==> config.mk <==
export PLATFORM = sky130hd
export DESIGN_NAME = adc_display_driver
export DESIGN_NICKNAME = d
export VERILOG_FILES = /design/src/rtl/adc_display_driver.sv
export SDC_FILE = /design/constraint.sdc
export NUM_CORES = 1
export LEC_CHECK = 0
export BUFFER_PORTS_ARGS = -buffer_cell sky130_fd_sc_hd__buf_2
export CORE_ASPECT_RATIO = 0.9
export CORE_MARGIN = 8
export CORE_UTILIZATION = 45
export CTS_CLUSTER_DIAMETER = 120
export DETAILED_ROUTE_END_ITERATION = 8
export GPL_TIMING_DRIVEN = 0
export SLEW_MARGIN = 30
export SYNTH_ARGS = -nofsm -noshare
export SYNTH_HDL_FRONTEND = slang
export SYNTH_SLANG_ARGS = --single-unit
export TNS_END_PERCENT = 20
==> constraint.sdc <==
create_clock -name clk -period 3.05 [get_ports clk]
set_input_delay 0.1525 -clock clk [delete_from_list [all_inputs] [get_ports clk]]
set_output_delay 0.1525 -clock clk [all_outputs]
set_load 0.02 [all_outputs]
==> src/rtl/adc_display_driver.sv <==
// adc_display_driver: four-digit multiplexed seven-segment driver with periodic value snapshot
// and leading-zero blanking; all outputs are registered and active-low.
module adc_display_driver #(
    parameter int REFRESH_CYCLES = 100000,
    parameter int UPDATE_CYCLES  = 25000000
) (
    input  logic        clk,
    input  logic        reset,
    input  logic [15:0] display_value,
    input  logic        blank_en,
    input  logic [3:0]  dp_en,
    output logic [3:0]  an,
    output logic [6:0]  seg,
    output logic        dp
);
    localparam int RW = $clog2(REFRESH_CYCLES);
    localparam int UW = $clog2(UPDATE_CYCLES);

    logic [RW-1:0] ref_cnt;
    logic [UW-1:0] upd_cnt;
    logic [1:0]    digit_idx;
    logic [15:0]   snapshot;
    logic          ref_done, upd_done, blanked;
    logic [3:0]    nib, an_nxt;
    logic [15:0]   upper;
    logic [6:0]    seg_nxt;

    function automatic logic [6:0] decode(input logic [3:0] v);
        case (v)
            4'h0: decode = 7'h40;
            4'h1: decode = 7'h79;
            4'h2: decode = 7'h24;
            4'h3: decode = 7'h30;
            4'h4: decode = 7'h19;
            4'h5: decode = 7'h12;
            4'h6: decode = 7'h02;
            4'h7: decode = 7'h78;
            4'h8: decode = 7'h00;
            4'h9: decode = 7'h10;
            4'hA: decode = 7'h08;
            4'hB: decode = 7'h03;
            4'hC: decode = 7'h46;
            4'hD: decode = 7'h21;
            4'hE: decode = 7'h06;
            default: decode = 7'h0E;
        endcase
    endfunction

    always_comb begin
        ref_done = ref_cnt == RW'(REFRESH_CYCLES - 1);
        upd_done = upd_cnt == UW'(UPDATE_CYCLES - 1);
        nib      = snapshot[{digit_idx, 2'b00} +: 4];
        // Nibbles at and above the active digit, used for leading-zero detection
        upper    = snapshot >> {digit_idx, 2'b00};
        blanked  = blank_en && digit_idx != 2'd0 && upper == 16'h0;
        an_nxt   = blanked ? 4'b1111 : ~(4'b0001 << digit_idx);
        seg_nxt  = blanked ? 7'h7F : decode(nib);
    end

    always_ff @(posedge clk) begin
        if (reset) begin
            ref_cnt   <= '0;
            upd_cnt   <= '0;
            digit_idx <= 2'd0;
            snapshot  <= 16'h0;
            an        <= 4'b1111;
            seg       <= 7'h7F;
            dp        <= 1'b1;
        end else begin
            ref_cnt   <= ref_done ? '0 : ref_cnt + 1'b1;
            upd_cnt   <= upd_done ? '0 : upd_cnt + 1'b1;
            digit_idx <= ref_done ? digit_idx + 2'd1 : digit_idx;
            snapshot  <= upd_done ? display_value : snapshot;
            an        <= an_nxt;
            seg       <= seg_nxt;
            dp        <= blanked | ~dp_en[digit_idx];
        end
    end
endmodule

# --- After elaboration in Yosys (flattened, before gate mapping) ---
# Memory sizes are Yosys's and may differ from the RTL's. A register that Yosys moved wholly into a read port is not among the register bits.
# Cells that the tools add are included.
classes:
  n_addsub: 3
  eq_ne: 2
  n_shift: 3
  order_cmp: 1
  mux: 2
  reduce_logical: 7
  bitwise_logic: 3
ops:
  columns: ["operator", "count"]
  rows:
  - ["25-bit by 1-bit adder with 25-bit output (second input constant)", 1]
  - ["25-bit == test (second input constant)", 1]
  - ["17-bit by 1-bit adder with 17-bit output (second input constant)", 1]
  - ["17-bit == test (second input constant)", 1]
  - ["16-bit logical NOT", 1]
  - ["16-bit by 5-bit indexed part select with 4-bit output", 1]
  - ["16-bit by 4-bit >> shifter with 16-bit output", 1]
  - ["2-bit OR reduction", 3]
  - ["4-bit inverter", 1]
  - ["1-bit by 2-bit << shifter with 4-bit output (first input constant)", 1]
  - ["2-bit by 3-bit < comparator with 1-bit output (second input constant)", 1]
  - ["2-bit by 1-bit adder with 2-bit output (second input constant)", 1]
  - ["1-bit binary-select mux with 2-bit select", 1]
  - ["1-bit logical AND", 2]
  - ["2-bit nonzero test", 1]
  - ["1-bit two-way mux", 1]
  - ["1-bit inverter", 1]
  - ["1-bit bitwise OR", 1]
word_totals:
  mem_bits_ro: 112
  register_bits: 65
  in_bits: 23
  n_memories: 1
memory_table:
  columns: ["memory", "depth", "word_bits", "read_ports", "rd_clocked_by_memory_dff", "wr", "line_no", "source"]
  rows:
  - ["(name not given)", 16, 7, 1, 1, 0, "29", "case (v)"]

# --- Depth between registers and ports, before layout ---
depth:
  ltp_word: 4
  depth_mapped: 8
  ltp_nobuf: 7

# --- Worst setup path before layout ---
# OpenSTA, ideal clock, no wires.
synth_path:
  kind: "register -> register"
  start: "register digit_idx[0]"
  end: "register seg[0]"
  arrival_ps: 2203
  path_stages_with_launch: 9
  synth_period_minus_slack_ps: 2285
  setup_time_ps: 82
  setup_slack_ps: 765
  path_cell_list: "dfxtp_1 > buf_2 > mux4_2 > inv_1 > ha_1 > nand4b_1 > a2111o_1 > clkbuf_1 > o2111ai_1"
synth_via:
  elab_chain_cells: 4
synth_lines:
  columns: ["item", "line_no", "source"]
  rows:
  - ["start: declaration", "21", "logic [1:0] digit_idx;"]
  - ["start signal: assignment", "72", "digit_idx <= ref_done ? digit_idx + 2'd1 : digit_idx;"]
  - ["16-bit by 4-bit >> shifter with 16-bit output / 2-bit nonzero test (equally long branches)", "54, 55", null]
  - ["16-bit logical NOT / 1-bit logical AND (equally long branches)", "55", "blanked = blank_en && digit_idx != 2'd0 && upper == 16'h0;"]
  - ["1-bit logical AND", "55", null]
  - ["2-bit OR reduction (no source line)", null, null]
  - ["end: declaration", "13", "output logic [6:0] seg,"]
# Parallel ways exist; a longest one is shown, timed or not.
# A chain may end at the register's enable or synchronous reset.

# --- Worst setup path in the final report ---
layout_path:
  start: "register digit_idx[0]"
  end: "register an[2]"
layout_via:
  elab_chain_cells: 4
layout_lines:
  columns: ["item", "line_no", "source"]
  rows:
  - ["16-bit by 4-bit >> shifter with 16-bit output / 2-bit nonzero test (equally long branches)", "54, 55", null]
  - ["16-bit logical NOT / 1-bit logical AND (equally long branches)", "55", null]
  - ["1-bit logical AND", "55", null]
  - ["2-bit OR reduction (no source line)", null, null]
  - ["end signal: assignment", "74", "an <= an_nxt;"]
  - ["end: declaration", "12", "output logic [3:0] an,"]
# Parallel ways exist; a longest one is shown, timed or not.

==> run metrics <==
outcome completed; CTS Hold Bufs 0; via count 2961; fraction of registers with async set/reset 0%; grt ovf 0; first-pass GRT wire length 13200 µm; Layout Nets 468; CP Class reg -> reg; Row Count 30; Placer Congestion 0.796; die area 10700 µm²; crit-path cells buf_2, mux4_2, inv_1, ha_1, nand4b_1, a2111o_1, clkbuf_1, nand3_1; FF+latch count, synth 72; RSZ-0062 raised after global routing false; Clk Latency, worst-skew pair 0.35 ns; Critical Path Slowest Stage Cell mux4_2; sequential share of the synthesized area 41.7%; final hold violations 0; Post-synth EDFFs 0; pwr/cell area 465 nW/µm²; ranking of synthesized cells by area dfxtp_1 (42%), nand4_1 (5.8%), a21oi_1 (4.6%); Clock Sinks 72; Max Fanout on Critical Path 10; Tcrit/Tclk final 86.0%; most common library cells after synthesis dfxtp_1 (72), nor2_1 (34), a21oi_1 (32), nand4_1 (32), o21ai_0 (25); htree depth 3; ANT nets after route 0; post-detail-place hpwl 5710 µm; Clock Tree Root clkbuf_8; vias in the first global route 2812; post-route cell area 3960 µm²; final setup vio count 0; syn_nets 423; Buffers on Ports 34; Critical Path RT 3.33 ns; Die H 99.2 µm; worst hold path class in -> reg; multi-input logic area 1850 µm²; Iter 0 DRT Violations 140; WP buf/inv 3; top_reg_cell synth dfxtp_1; syn_area_per_cell 8.89 µm²; residual DRC count 0; nature of the critical path endpoint flip-flop; most common cell in the synthesized netlist dfxtp_1; cell count after synthesis 389; GRT Overall Usage 15.2%; CTS buffer count 9; drt first pass iters 4; initial antenna violation count 0; routed wire length 7810 µm; actual slew at the worst max-slew pin 0.557 ns; DIE WIDTH 108 µm; count of cell types in the netlist 45; fmax 381 MHz; Final min period 2.62 ns; Inserted Diodes 0; largest area contributor in the netlist dfxtp_1; Ports 35; post-synthesis cell area 3460 µm²; layout cell share with drive strength beyond 1 16.4%; critical path's top delay family buffers and inverters; Worst-path clk slew 0.08 ns; yosys warns 0; final hold slack 0.0677 ns; Max-cap violations 0; register area 1440 µm²; Worst setup SP type flip-flop; CP max stage delay 0.59 ns; core area 7510 µm²; PostCTS Resize Cnt 0; Peak VDD IR 0.000235 V; share of the synthesized area in the top cell type 41.7%; slew margin rel. 62.7%; critical path arrival 2.90 ns; clk buf depth 2; setup_tns 0 ns; Via-to-Cell Ratio 5.53; largest net degree at the start of global routing 13; DR WL/cell 14.6 µm; Pleak 1.40 nW; Fin Clk Skew 0.0139 ns; TritonCTS clock tree built; post-CTS setup buffers 0; DP Area 3750 µm²; fin. max-slew vios 0; Starting Density 46.1%; filler cell count 759; P&R area growth vs syn 14.5%
==> power breakdown <==
| part | total [mW] | switching [mW] | internal (mW) | leakage (nW) |
|---|---|---|---|---|
| Combinational | 0.0688 | 0.0416 | 0.0272 | 0.704 |
| Clock | 0.812 | 0.354 | 0.458 | 0.110 |
| Sequential | 0.958 | 0.00667 | 0.952 | 0.584 |
| Total | 1.84 | 0.402 | 1.44 | 1.40 |
==> tightest hold or removal path, cell delays in order <==
cell and delay (ns):
buf_2 0.10, nand4_1 0.06, a21oi_1 0.06
==> placed cells by master, fill, tap and decap left out, types with 6 or more instances in the layout <==
cell type  count
and3_1         6
nand2_1       10
buf_2         41
o21ai_0       25
a21oi_1       32
or4_1          7
nor4_1         7
clkbuf_8       9
nand4_1       32
clkbuf_1      15
inv_1         15
xor2_1        16
or3_1         11
nor2_1        34
o31ai_1        6
xnor2_1        8
dfxtp_1       72
ha_1          11
nand3_1       24
==> area by class of cell <==
cell class                 count  area share (%)
tap                           96            3.03
inverter                      15            1.42
clock inverter                 6            2.12
buffer                        25            2.88
clock buffer                  10            3.22
timing repair buffer          34            4.30
sequential                    72            36.4
multi-input combinational    277            46.6
==> cells by family after synthesis <==
| family | Yosys count | synth area share [%] |
|---|---|---|
| simple gates | 154 | 25.0 |
| compound gates | 75 | 12.6 |
| flops | 72 | 41.7 |
| buf+inv | 40 | 4.92 |
| xor+xnor | 24 | 6.08 |
| mux | 13 | 5.75 |
| fa+ha+maj | 11 | 3.98 |
==> registers in the layout, indices dropped and copies added, names as in the netlist <==
| signal | cells |
|---|---|
| upd_cnt | 25 |
| ref_cnt | 17 |
| snapshot | 16 |
| seg | 7 |
| an | 4 |
| digit_idx | 2 |
| dp | 1 |
==> per-stage QoR <==
step | utilization, % | setup WS (ns) | cells | power, mW
after floorplan | - | 0.765 | 389 | 1.02
after global placement | 49.9 | 0.440 | 519 | 1.05
after detailed placement | 49.9 | 0.432 | 519 | 1.05
after CTS | 52.7 | 0.396 | 535 | 1.87
after global routing | 52.7 | 0.172 | 535 | 1.91
final | 52.7 | 0.428 | 535 | 1.84
==> final timing paths <==
path         depth (start not counted)  slack [ns]     endpoint              from
min                                  3        0.07  snapshot[7]  display_value[7]
min reg2reg                          1        0.45   upd_cnt[0]        upd_cnt[0]
max                                  8        0.43        an[2]      digit_idx[0]
max reg2reg                          8        0.43        an[2]      digit_idx[0]
==> metal layers <==
layer	vias up	wire, µm	global-route usage [%]
met1	1371	3790	20.0
li1	1521	-	-
met2	61	3460	23.3
met5	-	0	0
met3	8	473	4.14
met4	0	80	5.05
Power figures use the tool's default switching activity.
